==> config.mk <==
export PLATFORM = sky130hd
export DESIGN_NAME = decode_exec_skid
export DESIGN_NICKNAME = d
export VERILOG_FILES = /design/src/rtl/decode_exec_skid.sv
export SDC_FILE = /design/constraint.sdc
export NUM_CORES = 1
export LEC_CHECK = 0
export ABC_CLOCK_PERIOD_IN_PS = 1600
export CORE_ASPECT_RATIO = 1.2
export CORE_UTILIZATION = 45
export DETAILED_ROUTE_END_ITERATION = 16
export PLACE_DENSITY = 0.72
export SLEW_MARGIN = 40
export SYNTH_ARGS = -nofsm -noshare
export SYNTH_HDL_FRONTEND = slang
export SYNTH_SLANG_ARGS = --single-unit
==> constraint.sdc <==
create_clock -name clk -period 1.6 [get_ports clk]
set_input_delay 0.16 -clock clk [delete_from_list [all_inputs] [get_ports clk]]
set_output_delay 0.16 -clock clk [all_outputs]
set_load 0.1 [all_outputs]
==> src/rtl/decode_exec_skid.sv <==
// Two-entry skid buffer acting as the decode->execute pipeline register.
// in_ready depends only on the registered count, so out_ready has no combinational path back into decode.
module decode_exec_skid #(
  parameter int XLEN = 64,
  parameter int OP_W = 6
) (
  input  logic            clk,
  input  logic            reset,
  input  logic            flush,
  input  logic            in_valid,
  output logic            in_ready,
  input  logic [XLEN-1:0] in_pc,
  input  logic [31:0]     in_instr,
  input  logic [OP_W-1:0] in_op,
  input  logic [XLEN-1:0] in_sextimm,
  input  logic [XLEN-1:0] in_rs1_data,
  input  logic [XLEN-1:0] in_rs2_data,
  input  logic [4:0]      in_rd,
  input  logic            in_wen,
  output logic            out_valid,
  input  logic            out_ready,
  output logic [XLEN-1:0] out_pc,
  output logic [31:0]     out_instr,
  output logic [OP_W-1:0] out_op,
  output logic [XLEN-1:0] out_sextimm,
  output logic [XLEN-1:0] out_rs1_data,
  output logic [XLEN-1:0] out_rs2_data,
  output logic [4:0]      out_rd,
  output logic            out_wen,
  output logic [1:0]      occupancy
);

  typedef struct packed {
    logic [XLEN-1:0] pc;
    logic [31:0]     instr;
    logic [OP_W-1:0] op;
    logic [XLEN-1:0] sextimm;
    logic [XLEN-1:0] rs1_data;
    logic [XLEN-1:0] rs2_data;
    logic [4:0]      rd;
    logic            wen;
  } bundle_t;

  bundle_t    mem [2];
  bundle_t    in_bundle;
  bundle_t    head_bundle;
  logic       head;
  logic       tail;
  logic [1:0] count;
  logic       push;
  logic       pop;

  // Handshake: a transfer happens on a rising edge where valid & ready are both high
  // and flush is low; valid never waits on ready, and the producer holds its payload
  // until the transfer. A flush cycle discards any handshake on either side.
  assign in_ready  = (count != 2'd2);
  assign out_valid = (count != 2'd0);
  assign push      = in_valid & in_ready & ~flush;
  assign pop       = out_valid & out_ready & ~flush;

  assign in_bundle = '{pc: in_pc, instr: in_instr, op: in_op, sextimm: in_sextimm,
                       rs1_data: in_rs1_data, rs2_data: in_rs2_data, rd: in_rd,
                       wen: in_wen};

  always_ff @(posedge clk or negedge reset) begin
    if (!reset) begin
      head  <= 1'b0;
      tail  <= 1'b0;
      count <= 2'd0;
      for (int i = 0; i < 2; i++) mem[i] <= '0;
    end else if (flush) begin
      head  <= 1'b0;
      tail  <= 1'b0;
      count <= 2'd0;
    end else begin
      // Payload is only ever written at the tail, so the head entry stays stable under stall.
      if (push) begin
        mem[tail] <= in_bundle;
        tail      <= ~tail;
      end
      if (pop) head <= ~head;
      if (push && !pop)      count <= count + 2'd1;
      else if (pop && !push) count <= count - 2'd1;
    end
  end

  assign head_bundle  = mem[head];
  assign out_pc       = head_bundle.pc;
  assign out_instr    = head_bundle.instr;
  assign out_op       = head_bundle.op;
  assign out_sextimm  = head_bundle.sextimm;
  assign out_rs1_data = head_bundle.rs1_data;
  assign out_rs2_data = head_bundle.rs2_data;
  assign out_rd       = head_bundle.rd;
  assign out_wen      = head_bundle.wen;
  assign occupancy    = count;

endmodule

==> impl_summary.log, run 1 <==
INFO  metric timing.slew.headroom = about two thirds
INFO  metric critPathMaxFanout = 14
INFO  metric detailedRoute.firstIterationViolations = between 700 and 800
INFO  metric gr-usage-all-layers = around a quarter
INFO  metric cp.required = 1.44 ns
INFO  metric vdd.ir_drop.worst = roughly 1.3 mV
INFO  metric power.share.clock = around 20%
INFO  metric vias_per_cell = between 5 and 6
INFO  metric dp_hpwl = about 53 mm
INFO  metric fmax = 0.4350 GHz
INFO  metric drcViolationCount = 0
INFO  metric detailed_place.area = about 0.037 mm^2
INFO  metric fillers = around 3,500
INFO  metric floorplan.die.height = 265.2 um
INFO  metric gp_congestion = 0.8319
INFO  metric crit-reg2reg-launch = occupancy[1]
INFO  metric cts_buffers = 60
INFO  metric cap_violations = 0
INFO  metric setup_total_negative_slack = -428.09 ns
INFO  metric hold_path.class = in2async
INFO  metric timing.final.setup_violations = between 900 and 1,000
INFO  metric timing.final.max_slew_violations = 0
INFO  metric initial_core_util = a little under half
INFO  metric finalHoldWorstSlack = about 0.065 ns
INFO  metric arrival = around 2.1 ns
INFO  metric std_cell_rows = 96
INFO  metric worst_slew_pin_tran = 0.4933 ns
INFO  metric critical_setup_path_class = reg2out
INFO  metric worst_path_cell_chain = buf_12, clkbuf_16, mux2_2, buf_12
INFO  metric post-route-min-period = approximately 2.3 ns
INFO  metric area.sequential = about 0.015 mm^2
INFO  metric critPathLaunch = head
INFO  metric syn-instance-count = between 1,500 and 2,000
INFO  metric power.share.sequential = between 30% and 40%
INFO  metric share_comb_of_total_power = about half
INFO  metric totalWireLength = 81.66 mm
INFO  metric die_area = between 0.05 and 0.06 mm^2
INFO  metric layout-area-overhead-vs-synth = 59.16%
INFO  metric post_route_cells_drive_above_1_share = about three fifths
INFO  metric synthesis.nets = about 1,900
INFO  metric power.net_switching = approximately 28 mW
INFO  metric postRouteAntennaNets = 0
INFO  metric kind_of_end_point_of_the_critical_path = output port
INFO  metric power.static_leakage = between 15 and 20 nW
INFO  metric routedWlPerCell = 25.61 um
INFO  metric cts-htree-levels = 2
INFO  metric cts_tree = built
INFO  metric skew = about 0.017 ns
INFO  metric floorplan.io_pins = just over 600
INFO  metric failed_checks = setup timing
INFO  metric worstSkewPairLatency = roughly 0.63 ns
INFO  metric pwr_density_cell = 1686 mW/mm^2
INFO  metric grt_max_degree = between 50 and 60
INFO  metric grt_pass1_vias = 19,050
INFO  metric routed-via-count = ~17,000
INFO  metric crit_path_start_kind = flop
INFO  metric hold_viol = 0
INFO  metric port_buffers = roughly 600
INFO  metric syn_area_per_cell = roughly 16 um^2
INFO  metric cts_sinks = between 600 and 700
INFO  metric total_standard_cell_area_after_synthesis = between 0.02 and 0.03 mm^2
INFO  metric p_total = about 70 mW
INFO  metric rsz0062_at_grt = true
INFO  metric final.period_utilization = 143.7%
INFO  metric multi_input_combinational_cell_area = 0.01105 mm^2
INFO  metric layout.nets = about 2,700
INFO  metric core = around 0.057 mm^2
INFO  metric ys.warnings.count = 0
INFO  metric layout.core_utilization = approximately 72%
INFO  metric p_sw_share = between 40% and 50%
INFO  metric finish.instance_area = 0.04135 mm^2
INFO  metric ctsLongestPathBuffers = 3
INFO  metric yosys_register_bits = about 600
INFO  metric timing.critical_path.slowest_stage_cell = sky130_fd_sc_hd__dfrtp_4
INFO  metric die_span_x = 221.4 um
INFO  metric antenna_found_initial = 21
INFO  metric synth-seq-area-share = roughly three fifths
INFO  metric outcome = finished with violations
INFO  metric clock_tree.root_cell = sky130_fd_sc_hd__clkbuf_16
INFO  metric internal_power = between 40 and 50 mW
INFO  metric cp_common_cell = sky130_fd_sc_hd__buf_12
INFO  metric slowest_delay = between 0.5 and 0.6 ns
INFO  metric drtPass1Iterations = 4
INFO  metric synth_cell_types = 21
INFO  metric global_route.overflow_total = 0
INFO  metric setup_ws = -0.6988 ns
INFO  metric grt_first_pass_wirelength = 117.3 mm
INFO  metric clkSlewWorstSetupHoldPaths = 0.06 ns
==> layout by cell type, fill, tap and decap left out, types with 4 or more instances in the layout <==
cell type / instances
sky130_fd_sc_hd__clkbuf_16: 74
sky130_fd_sc_hd__clkdlybuf4s50_1: 303
sky130_fd_sc_hd__mux2_2: 694
sky130_fd_sc_hd__diode_2: 17
sky130_fd_sc_hd__mux2_4: 206
sky130_fd_sc_hd__buf_8: 6
sky130_fd_sc_hd__buf_6: 6
sky130_fd_sc_hd__clkbuf_8: 16
sky130_fd_sc_hd__clkinv_2: 13
sky130_fd_sc_hd__dfrtp_1: 601
sky130_fd_sc_hd__buf_4: 77
sky130_fd_sc_hd__a21oi_1: 4
sky130_fd_sc_hd__buf_12: 370
sky130_fd_sc_hd__buf_16: 25
sky130_fd_sc_hd__clkbuf_1: 15
==> per-layer routing <==
| layer | routed length, um | part of all wire (%) | GRT usage, % | vias to the layer above |
|---|---|---|---|---|
| met5 | 51 | 0.062 | 0 | - |
| met2 | 42450 | 52 | 46.13 | 559 |
| met3 | 5435 | 6.7 | 7.058 | 154 |
| li1 | - | - | - | 7406 |
| met4 | 3104 | 3.8 | 10.91 | 8 |
| met1 | 30620 | 37 | 30.09 | 8930 |
==> synth_stat cells (all sizes together) <==
cell	instances	area, um^2
buf	67	484.2
a21o	1	7.510
nand3b	1	7.510
a21oi	4	20.02
dfrtp	604	15110
or2	2	12.51
mux2i	1	10.01
nor2b	1	6.260
mux2	900	10130
o21ai	2	10.01
clkbuf	32	120.1
inv	2	7.510
nand4b	1	8.760
nor3b	1	7.510
xor2	1	8.760
o211ai	1	7.510
nor4	1	6.260
or3	1	6.260
nor2	1	3.750
==> area by class of cell <==
class                   count  area share, %
flip-flops and latches    604          36.57
repair buffers            804          29.67
multi-input cells         919          26.73
clock buffers              92          4.360
well taps                 735          2.224
clock inverters            16         0.3207
diodes                     17         0.1029
inverters                   2        0.02723
==> power groups by stage <==
stage	clock network (mW)	logic, mW	registers, mW
3_5_place_dp	0	33.0	21.1
5_1_grt	14.8	35.4	21.5
2_1_floorplan	0	21.6	20.5
3_3_place_gp	0	32.7	20.8
6_report	14.0	34.6	21.1
4_1_cts	14.2	34.1	20.9
==> worst max-delay path, delay by kind of cell, from the launching register on <==
kind,cells,cell delay [ns]
buf+inv,3,0.59
flops,1,0.52
mux,1,0.39
==> stage by stage <==
step,cells,setup WS [ns]
2_1_floorplan,1624,-0.8312
3_3_place_gp,2988,-0.6373
3_5_place_dp,2988,-0.6705
4_1_cts,3150,-0.7138
5_1_grt,3188,-0.7308
6_report,3189,-0.6988
==> repair_timing <==
item,in CTS,in global routing
setup buffers,29,16
endpoints found under the hold margin,493,0
pin swaps,0,1
cloned,24,15
endpoints found under the setup margin,903,903
gates resized for setup,171,125
hold buffers,1,0
==> registers in the layout, summed over array words and instances, names as in the netlist <==
signal,cells
head,1
mem,600
occupancy,2
tail,1
==> cell families (layout without fill, tap and decap cells) <==
| group | count (synthesis) | count (layout) | share of synthesized area, % |
|---|---|---|---|
| xor gates and xnor gates | 1 | 1 | 0.03371 |
| and+or+nand+nor | 9 | 9 | 0.2264 |
| other | 0 | 17 | 0 |
| DFF | 604 | 604 | 58.17 |
| AOI/OAI and AO/OA | 8 | 8 | 0.1734 |
| muxes | 901 | 901 | 39.04 |
| buffers and inverters | 101 | 914 | 2.355 |
==> final timing paths <==
check,endpoint,slack (ns),cells past startpoint
worst max register to register,mem[387],-0.51,10
worst max-delay path,out_rs1_data[19],-0.70,4
worst min-delay path,mem[53],0.06,2
min in group clk,mem[282],0.18,2
worst min register to register,mem[220],0.50,1
max in group asynchronous,mem[462],0.71,3
No activity file was read; power rests on OpenSTA's default activity.
==> run 2: changes to the inputs <==
--- a/config.mk
+++ b/config.mk
@@ -8,6 +8,7 @@
 export ABC_CLOCK_PERIOD_IN_PS = 1600
 export CORE_ASPECT_RATIO = 1.2
 export CORE_UTILIZATION = 45
+export CTS_CLUSTER_SIZE = 10
 export DETAILED_ROUTE_END_ITERATION = 16
 export PLACE_DENSITY = 0.72
 export SLEW_MARGIN = 40
==> run 2 against run 1 <==
The flow still finishes with violations (setup timing). Final cell count fell by 2.9%. Count of clock-buffer cells in the layout down 14. Highest routed layer unchanged. Non-clock buffer count down 66. Largest power group unchanged. Power fell by 1.9%. Core utilization shrank 3.4 points. Design area shrank 4.7%. Critical path type unchanged. Sequential cell count unchanged. Sequential share of layout area rose by 1.8 points. Critical path depth stayed put.
==> impl_summary.log, run 2 (synthesis gave the netlist of run 1 again) <==
INFO  metric rsz0062_at_grt = true (unchanged)
INFO  metric global_route.overflow_total = 0 (unchanged)
INFO  metric routed-via-count = 16,400 (was 17,060)
INFO  metric routedWlPerCell = 23.45 um (was 25.61 um)
INFO  metric gp_congestion = 0.8319 (unchanged)
INFO  metric grt_max_degree = 58 (unchanged)
INFO  metric worstSkewPairLatency = 0.59 ns (was 0.63 ns)
INFO  metric largest_register = mem (unchanged)
INFO  metric grt_pass1_vias = 18,600 (was 19,050)
INFO  metric cts_buffers = 71 (was 60)
INFO  metric hold_viol = 0 (unchanged)
INFO  metric pwr_density_cell = 1735 mW/mm^2 (was 1686 mW/mm^2)
INFO  metric totalWireLength = 72.61 mm (was 81.66 mm)
INFO  metric clock_tree.root_cell = sky130_fd_sc_hd__clkbuf_16 (unchanged)
INFO  metric p_total = 68.39 mW (was 69.72 mW)
INFO  metric worst_path_cell_chain = buf_12, clkbuf_16, mux2_2, buf_12 (unchanged)
INFO  metric ctsLongestPathBuffers = 3 (unchanged)
INFO  metric vias_per_cell = 5.297 (was 5.349)
INFO  metric layout.nets = 2,641 (was 2,696)
INFO  metric outcome = finished with violations (unchanged)
INFO  metric floorplan.io_pins = 609 (unchanged)
INFO  metric core = 0.05717 mm^2 (unchanged)
INFO  metric crit_buf_inv = 3 (unchanged)
INFO  metric final.period_utilization = 139.8% (was 143.7%)
INFO  metric cp_common_cell = sky130_fd_sc_hd__buf_12 (unchanged)
INFO  metric setup_ws = -0.6372 ns (was -0.6988 ns)
INFO  metric timing.slew.headroom = 67.40% (was 67.11%)
INFO  metric failed_checks = setup timing (unchanged)
INFO  metric layout_common_cells = 816 x sky130_fd_sc_hd__mux2_2, 601 x sky130_fd_sc_hd__dfrtp_1, 347 x sky130_fd_sc_hd__buf_12 (was 694 x sky130_fd_sc_hd__mux2_2, 601 x sky130_fd_sc_hd__dfrtp_1, 370 x sky130_fd_sc_hd__buf_12)
INFO  metric detailedRoute.firstIterationViolations = 423 (was 753)
INFO  metric dp_hpwl = 53.07 mm (unchanged)
INFO  metric arrival = 2.08 ns (was 2.14 ns)
INFO  metric timing.final.max_slew_violations = 0 (unchanged)
INFO  metric drtPass1Iterations = 4 (unchanged)
INFO  metric grt_first_pass_wirelength = 109.8 mm (was 117.3 mm)
INFO  metric die_span_x = 221.4 um (unchanged)
INFO  metric antenna_found_initial = 17 (was 21)
INFO  metric slowest_delay = 0.51 ns (was 0.52 ns)
INFO  metric clkSlewWorstSetupHoldPaths = 0.06 ns (about the same)
INFO  metric timing.critical_path.slowest_stage_cell = sky130_fd_sc_hd__dfrtp_4 (unchanged)
INFO  metric hold_path.class = in2async (unchanged)
INFO  metric setup_total_negative_slack = -352.82 ns (was -428.09 ns)
INFO  metric leading_cell_type_in_the_layout_fill_and_taps_excluded = sky130_fd_sc_hd__mux2_2 (unchanged)
INFO  metric drcViolationCount = 0 (unchanged)
INFO  metric finalHoldWorstSlack = 0.08439 ns (was 0.06474 ns)
INFO  metric critPathMaxFanout = 14 (unchanged)
INFO  metric critical_setup_path_class = reg2out (unchanged)
INFO  metric fmax = 0.4470 GHz (was 0.4350 GHz)
INFO  metric cts_sinks = 604 (unchanged)
INFO  metric cap_violations = 0 (unchanged)
INFO  metric port_buffers = 608 (unchanged)
INFO  metric std_cell_rows = 96 (unchanged)
INFO  metric gr-usage-all-layers = 24.30% (was 26.21%)
INFO  metric skew = 0.01646 ns (was 0.01746 ns)
INFO  metric post-route-min-period = 2.237 ns (was 2.299 ns)
INFO  metric timing.final.setup_violations = 902 (unchanged)
INFO  metric layout-area-overhead-vs-synth = 51.72% (was 59.16%)
INFO  metric floorplan.die.height = 265.2 um (unchanged)
INFO  metric vdd.ir_drop.worst = 1.208 mV (was 1.311 mV)
INFO  metric postRouteAntennaNets = 0 (unchanged)
INFO  metric cp.required = 1.44 ns (about the same)
INFO  metric kind_of_end_point_of_the_critical_path = output port (unchanged)
INFO  metric largest_register_ff_count = 600 (unchanged)
INFO  metric cts_tree = built (unchanged)
INFO  metric cts-htree-levels = 3 (was 2)
INFO  metric worst_slew_pin_tran = 0.4891 ns (was 0.4933 ns)
INFO  metric power.static_leakage = 16.95 nW (was 18.11 nW)
INFO  metric crit_path_start_kind = flop (unchanged)
INFO  metric die_area = 0.05871 mm^2 (unchanged)
INFO  metric post-place-ws = -0.6705 ns (unchanged)
INFO  metric initial_core_util = 45.45% (unchanged)
INFO  metric post_route_cells_drive_above_1_share = 60.53% (was 61.59%)
INFO  metric crit_family = buffers and inverters (unchanged)
==> run 2: cell count changes in the layout (fill, tap and decap cells not counted), sizes merged <==
cell,previous run,this run
buf,485,429
clkbuf,105,83
clkinv,13,2
inv,1,4
bufbuf,2,0
bufinv,2,0
diode,17,15
clkinvlp,2,1
==> run 2: path summary, 6_finish.rpt <==
check / startpoint / end / slack, ns / cells after the start
max: head / out_rs1_data[33] / -0.64 / 4
max in group asynchronous: reset / mem[314] / 0.71 / 3
max reg2reg: occupancy[1] / mem[498] / -0.37 / 5
min reg2reg: mem[42] / mem[42] / 0.50 / 1
min: reset / mem[531] / 0.08 / 2
min in group clk: in_instr[12] / mem[516] / 0.21 / 2
==> run 2: through the flow <==
step	instances	instance area [um^2]	util [%]
after floorplan	1624	26010	-
after global placement	2988	36950	64.62
after detailed placement	2988	36950	64.62
after CTS	3075	38980	68.17
after global routing	3095	39420	68.94
final	3096	39420	68.95
==> run 2: layout make-up <==
cell class / instances / area [um^2]
multi-input cells: 919 / 10600
fillers: 3841 / 17750
diodes: 15 / 37.54
well taps: 735 / 919.6
clock buffers: 78 / 1823
repair buffers: 738 / 10850
clock inverters: 5 / 58.81
inverters: 2 / 11.26
flip-flops and latches: 604 / 15120
==> run 2: worst reg2reg max path, delay by kind of cell, from the launching register on <==
kind          cells  cell delay [ns]
simple gates      2             0.42
mux               1             0.44
flops             1             0.48
buf+inv           2             0.53
==> run 2: per-layer routing <==
layer / vias up / GRT usage [%] / part of all wire (%)
met4: 4 / 11.13 / 3.5
li1: 7248 / - / -
met1: 8526 / 27.12 / 37
met5: - / 0 / 0.037
met2: 496 / 42.90 / 53
met3: 124 / 6.915 / 7.0
==> run 2: what timing repair did <==
item	CTS	global route
buffers inserted	3	1
cloned	0	5
endpoints found under the hold margin	339	0
hold buffers	1	0
endpoints found under the setup margin	902	902
gates resized for setup	30	67
==> run 2: power breakdown <==
part | switching [mW] | total [mW] | internal, mW | leakage [nW]
combinational | 20.0 | 33.5 | 13.5 | 8.84
clock | 5.91 | 13.9 | 8.00 | 0.923
sequential | 1.89 | 21.0 | 19.1 | 7.19
total | 27.8 | 68.4 | 40.6 | 16.9
==> run 3: changes to the inputs <==
--- a/config.mk
+++ b/config.mk
@@ -15,3 +15,4 @@
 export SYNTH_ARGS = -nofsm -noshare
 export SYNTH_HDL_FRONTEND = slang
 export SYNTH_SLANG_ARGS = --single-unit
+export TNS_END_PERCENT = 1
==> run 3 against run 2 <==
The flow still finishes with violations (setup timing). Register-to-register slack gained 0.02 ns. Count of clock-buffer cells in the layout is the same. Non-clock buffer count shrank 6. Design area grew 0.98%. First-iteration DRC count grew 18%. Fmax is essentially flat. Die area is the same. Combinational power grew 1%. Sequential power is essentially flat. Global-route usage grew 0.40 points. Clock power is essentially flat. Critical path depth is the same. Largest power group unchanged. Highest routed layer unchanged.
==> impl_summary.log, run 3 (synthesis gave the netlist of run 1 again) <==
INFO  metric std_cell_rows = 96 (unchanged)
INFO  metric fmax = 0.4470 GHz (about the same)
INFO  metric layout_common_cells = 686 x sky130_fd_sc_hd__mux2_2, 601 x sky130_fd_sc_hd__dfrtp_1, 349 x sky130_fd_sc_hd__buf_12 (was 816 x sky130_fd_sc_hd__mux2_2, 601 x sky130_fd_sc_hd__dfrtp_1, 347 x sky130_fd_sc_hd__buf_12)
INFO  metric routedWlPerCell = 23.76 um (was 23.45 um)
INFO  metric kind_of_end_point_of_the_critical_path = output port (unchanged)
INFO  metric timing.final.max_slew_violations = 0 (unchanged)
INFO  metric post-place-ws = -0.6705 ns (unchanged)
INFO  metric grt_pass1_vias = 18,730 (was 18,600)
INFO  metric cts_sinks = 604 (unchanged)
INFO  metric arrival = 2.08 ns (about the same)
INFO  metric ctsLongestPathBuffers = 3 (unchanged)
INFO  metric drcViolationCount = 0 (unchanged)
INFO  metric failed_checks = setup timing (unchanged)
INFO  metric critPathMaxFanout = 14 (unchanged)
INFO  metric clock_tree.root_cell = sky130_fd_sc_hd__clkbuf_16 (unchanged)
INFO  metric worstSkewPairLatency = 0.59 ns (about the same)
INFO  metric post_route_cells_drive_above_1_share = 60.43% (was 60.53%)
INFO  metric outcome = finished with violations (unchanged)
INFO  metric cts_buffers = 71 (unchanged)
INFO  metric post-route-min-period = 2.237 ns (about the same)
INFO  metric layout.core_utilization = 69.63% (was 68.95%)
INFO  metric final.period_utilization = 139.8% (about the same)
INFO  metric floorplan.io_pins = 609 (unchanged)
INFO  metric skew = 0.01837 ns (was 0.01646 ns)
INFO  metric gr-usage-all-layers = 24.70% (was 24.30%)
INFO  metric cts_tree = built (unchanged)
INFO  metric core = 0.05717 mm^2 (unchanged)
INFO  metric gp_congestion = 0.8319 (unchanged)
INFO  metric initial_core_util = 45.45% (unchanged)
INFO  metric floorplan.die.height = 265.2 um (unchanged)
INFO  metric drtPass1Iterations = 6 (was 4)
INFO  metric detailedRoute.firstIterationViolations = 499 (was 423)
INFO  metric grt_first_pass_wirelength = 111.9 mm (was 109.8 mm)
INFO  metric cp.required = 1.44 ns (about the same)
INFO  metric leading_cell_type_in_the_layout_fill_and_taps_excluded = sky130_fd_sc_hd__mux2_2 (unchanged)
INFO  metric finalHoldWorstSlack = 0.08302 ns (was 0.08439 ns)
INFO  metric hold_path.class = in2async (unchanged)
INFO  metric global_route.overflow_total = 0 (unchanged)
INFO  metric port_buffers = 608 (unchanged)
INFO  metric critical_setup_path_class = reg2out (unchanged)
INFO  metric worst_slew_pin_tran = 0.4920 ns (was 0.4891 ns)
INFO  metric dp_hpwl = 53.07 mm (unchanged)
INFO  metric layout.nets = 2,635 (was 2,641)
INFO  metric setup_ws = -0.6373 ns (was -0.6372 ns)
INFO  metric timing.slew.headroom = 67.20% (was 67.40%)
INFO  metric postRouteAntennaNets = 0 (unchanged)
INFO  metric clkSlewWorstSetupHoldPaths = 0.06 ns (about the same)
INFO  metric setup_total_negative_slack = -340.87 ns (was -352.82 ns)
INFO  metric rsz0062_at_grt = true (unchanged)
INFO  metric timing.final.setup_violations = 902 (unchanged)
INFO  metric cap_violations = 0 (unchanged)
INFO  metric totalWireLength = 73.30 mm (was 72.61 mm)
INFO  metric vdd.ir_drop.worst = 1.236 mV (was 1.208 mV)
INFO  metric die_area = 0.05871 mm^2 (unchanged)
INFO  metric crit_path_start_kind = flop (unchanged)
INFO  metric power.static_leakage = 17.51 nW (was 16.95 nW)
INFO  metric pwr_density_cell = 1733 mW/mm^2 (was 1735 mW/mm^2)
INFO  metric antenna_found_initial = 12 (was 17)
INFO  metric vias_per_cell = 5.306 (was 5.297)
INFO  metric routed-via-count = 16,370 (was 16,400)
INFO  metric cts-htree-levels = 3 (unchanged)
INFO  metric die_span_x = 221.4 um (unchanged)
INFO  metric largest_register_ff_count = 600 (unchanged)
INFO  metric layout-area-overhead-vs-synth = 53.20% (was 51.72%)
INFO  metric hold_viol = 0 (unchanged)
INFO  metric largest_register = mem (unchanged)
INFO  metric r2r_cells = 6 (was 5)
INFO  metric grt_max_degree = 58 (unchanged)
==> run 3: changes by cell type in the layout (fill, tap and decap cells not counted), moves of 2 or more <==
cell and delta:
sky130_fd_sc_hd__buf_16 -3, sky130_fd_sc_hd__buf_6 +11, sky130_fd_sc_hd__mux2_4 +130, sky130_fd_sc_hd__buf_4 -13
sky130_fd_sc_hd__mux2_2 -130, sky130_fd_sc_hd__diode_2 -5, sky130_fd_sc_hd__buf_12 +2, sky130_fd_sc_hd__clkbuf_16 -3
==> run 3: critical path, stage by stage (launching register included) <==
cell and delay (ns):
sky130_fd_sc_hd__dfrtp_4 0.50, sky130_fd_sc_hd__buf_12 0.20, sky130_fd_sc_hd__clkbuf_16 0.22, sky130_fd_sc_hd__mux2_2 0.38, sky130_fd_sc_hd__buf_12 0.17
==> run 3: final cells by class <==
type	count	area, um^2
timing repair buffer	732	10760
tap	735	919.6
fill	3767	17370
clock inverter	5	58.81
inverter	2	11.26
clock buffer	78	1823
multi-input combinational	919	11090
sequential	604	15120
antenna	10	25.02
==> run 3: final timing paths <==
kind,from,to,slack (ns)
min in group clk,in_rs2_data[11],mem[17],0.21
setup / recovery,head,out_rs1_data[33],-0.64
max in group asynchronous,reset,mem[317],0.71
setup reg to reg,occupancy[1],mem[526],-0.35
hold reg to reg,mem[42],mem[42],0.50
hold / removal,reset,mem[531],0.08
==> run 3: per-layer routing <==
metal	GRT usage, %	wire length [um]	vias up
met3	6.882	4827	116
met2	43.78	38370	488
met5	0	26	-
met1	27.88	27620	8540
met4	10.36	2456	4
li1	-	-	7220
==> run 3: power by group <==
group / total [mW] / leakage, nW / switching, mW / internal [mW]
combinational: 34.0 / 9.40 / 20.1 / 14.0
clock: 13.9 / 0.923 / 5.89 / 8.00
sequential: 21.1 / 7.19 / 1.96 / 19.1
==> run 3: timing repair <==
action / in CTS / in global routing
hold endpoints to repair: 339 / 0
hold buffers: 1 / 0
buffers inserted: 1 / 0
cloned: 0 / 2
setup endpoints to repair: 902 / 902
pin swaps: 1 / 0
gates resized for setup: 166 / 67
==> run 3: metrics by stage <==
step / area [um^2] / std cells / power, mW
detailed placement: 36950 / 2988 / 54.17
CTS: 39480 / 3073 / 69.09
finish: 39810 / 3085 / 68.98
floorplan: 26010 / 1624 / 42.12
global placement: 36950 / 2988 / 53.44
global route: 39810 / 3084 / 71.19
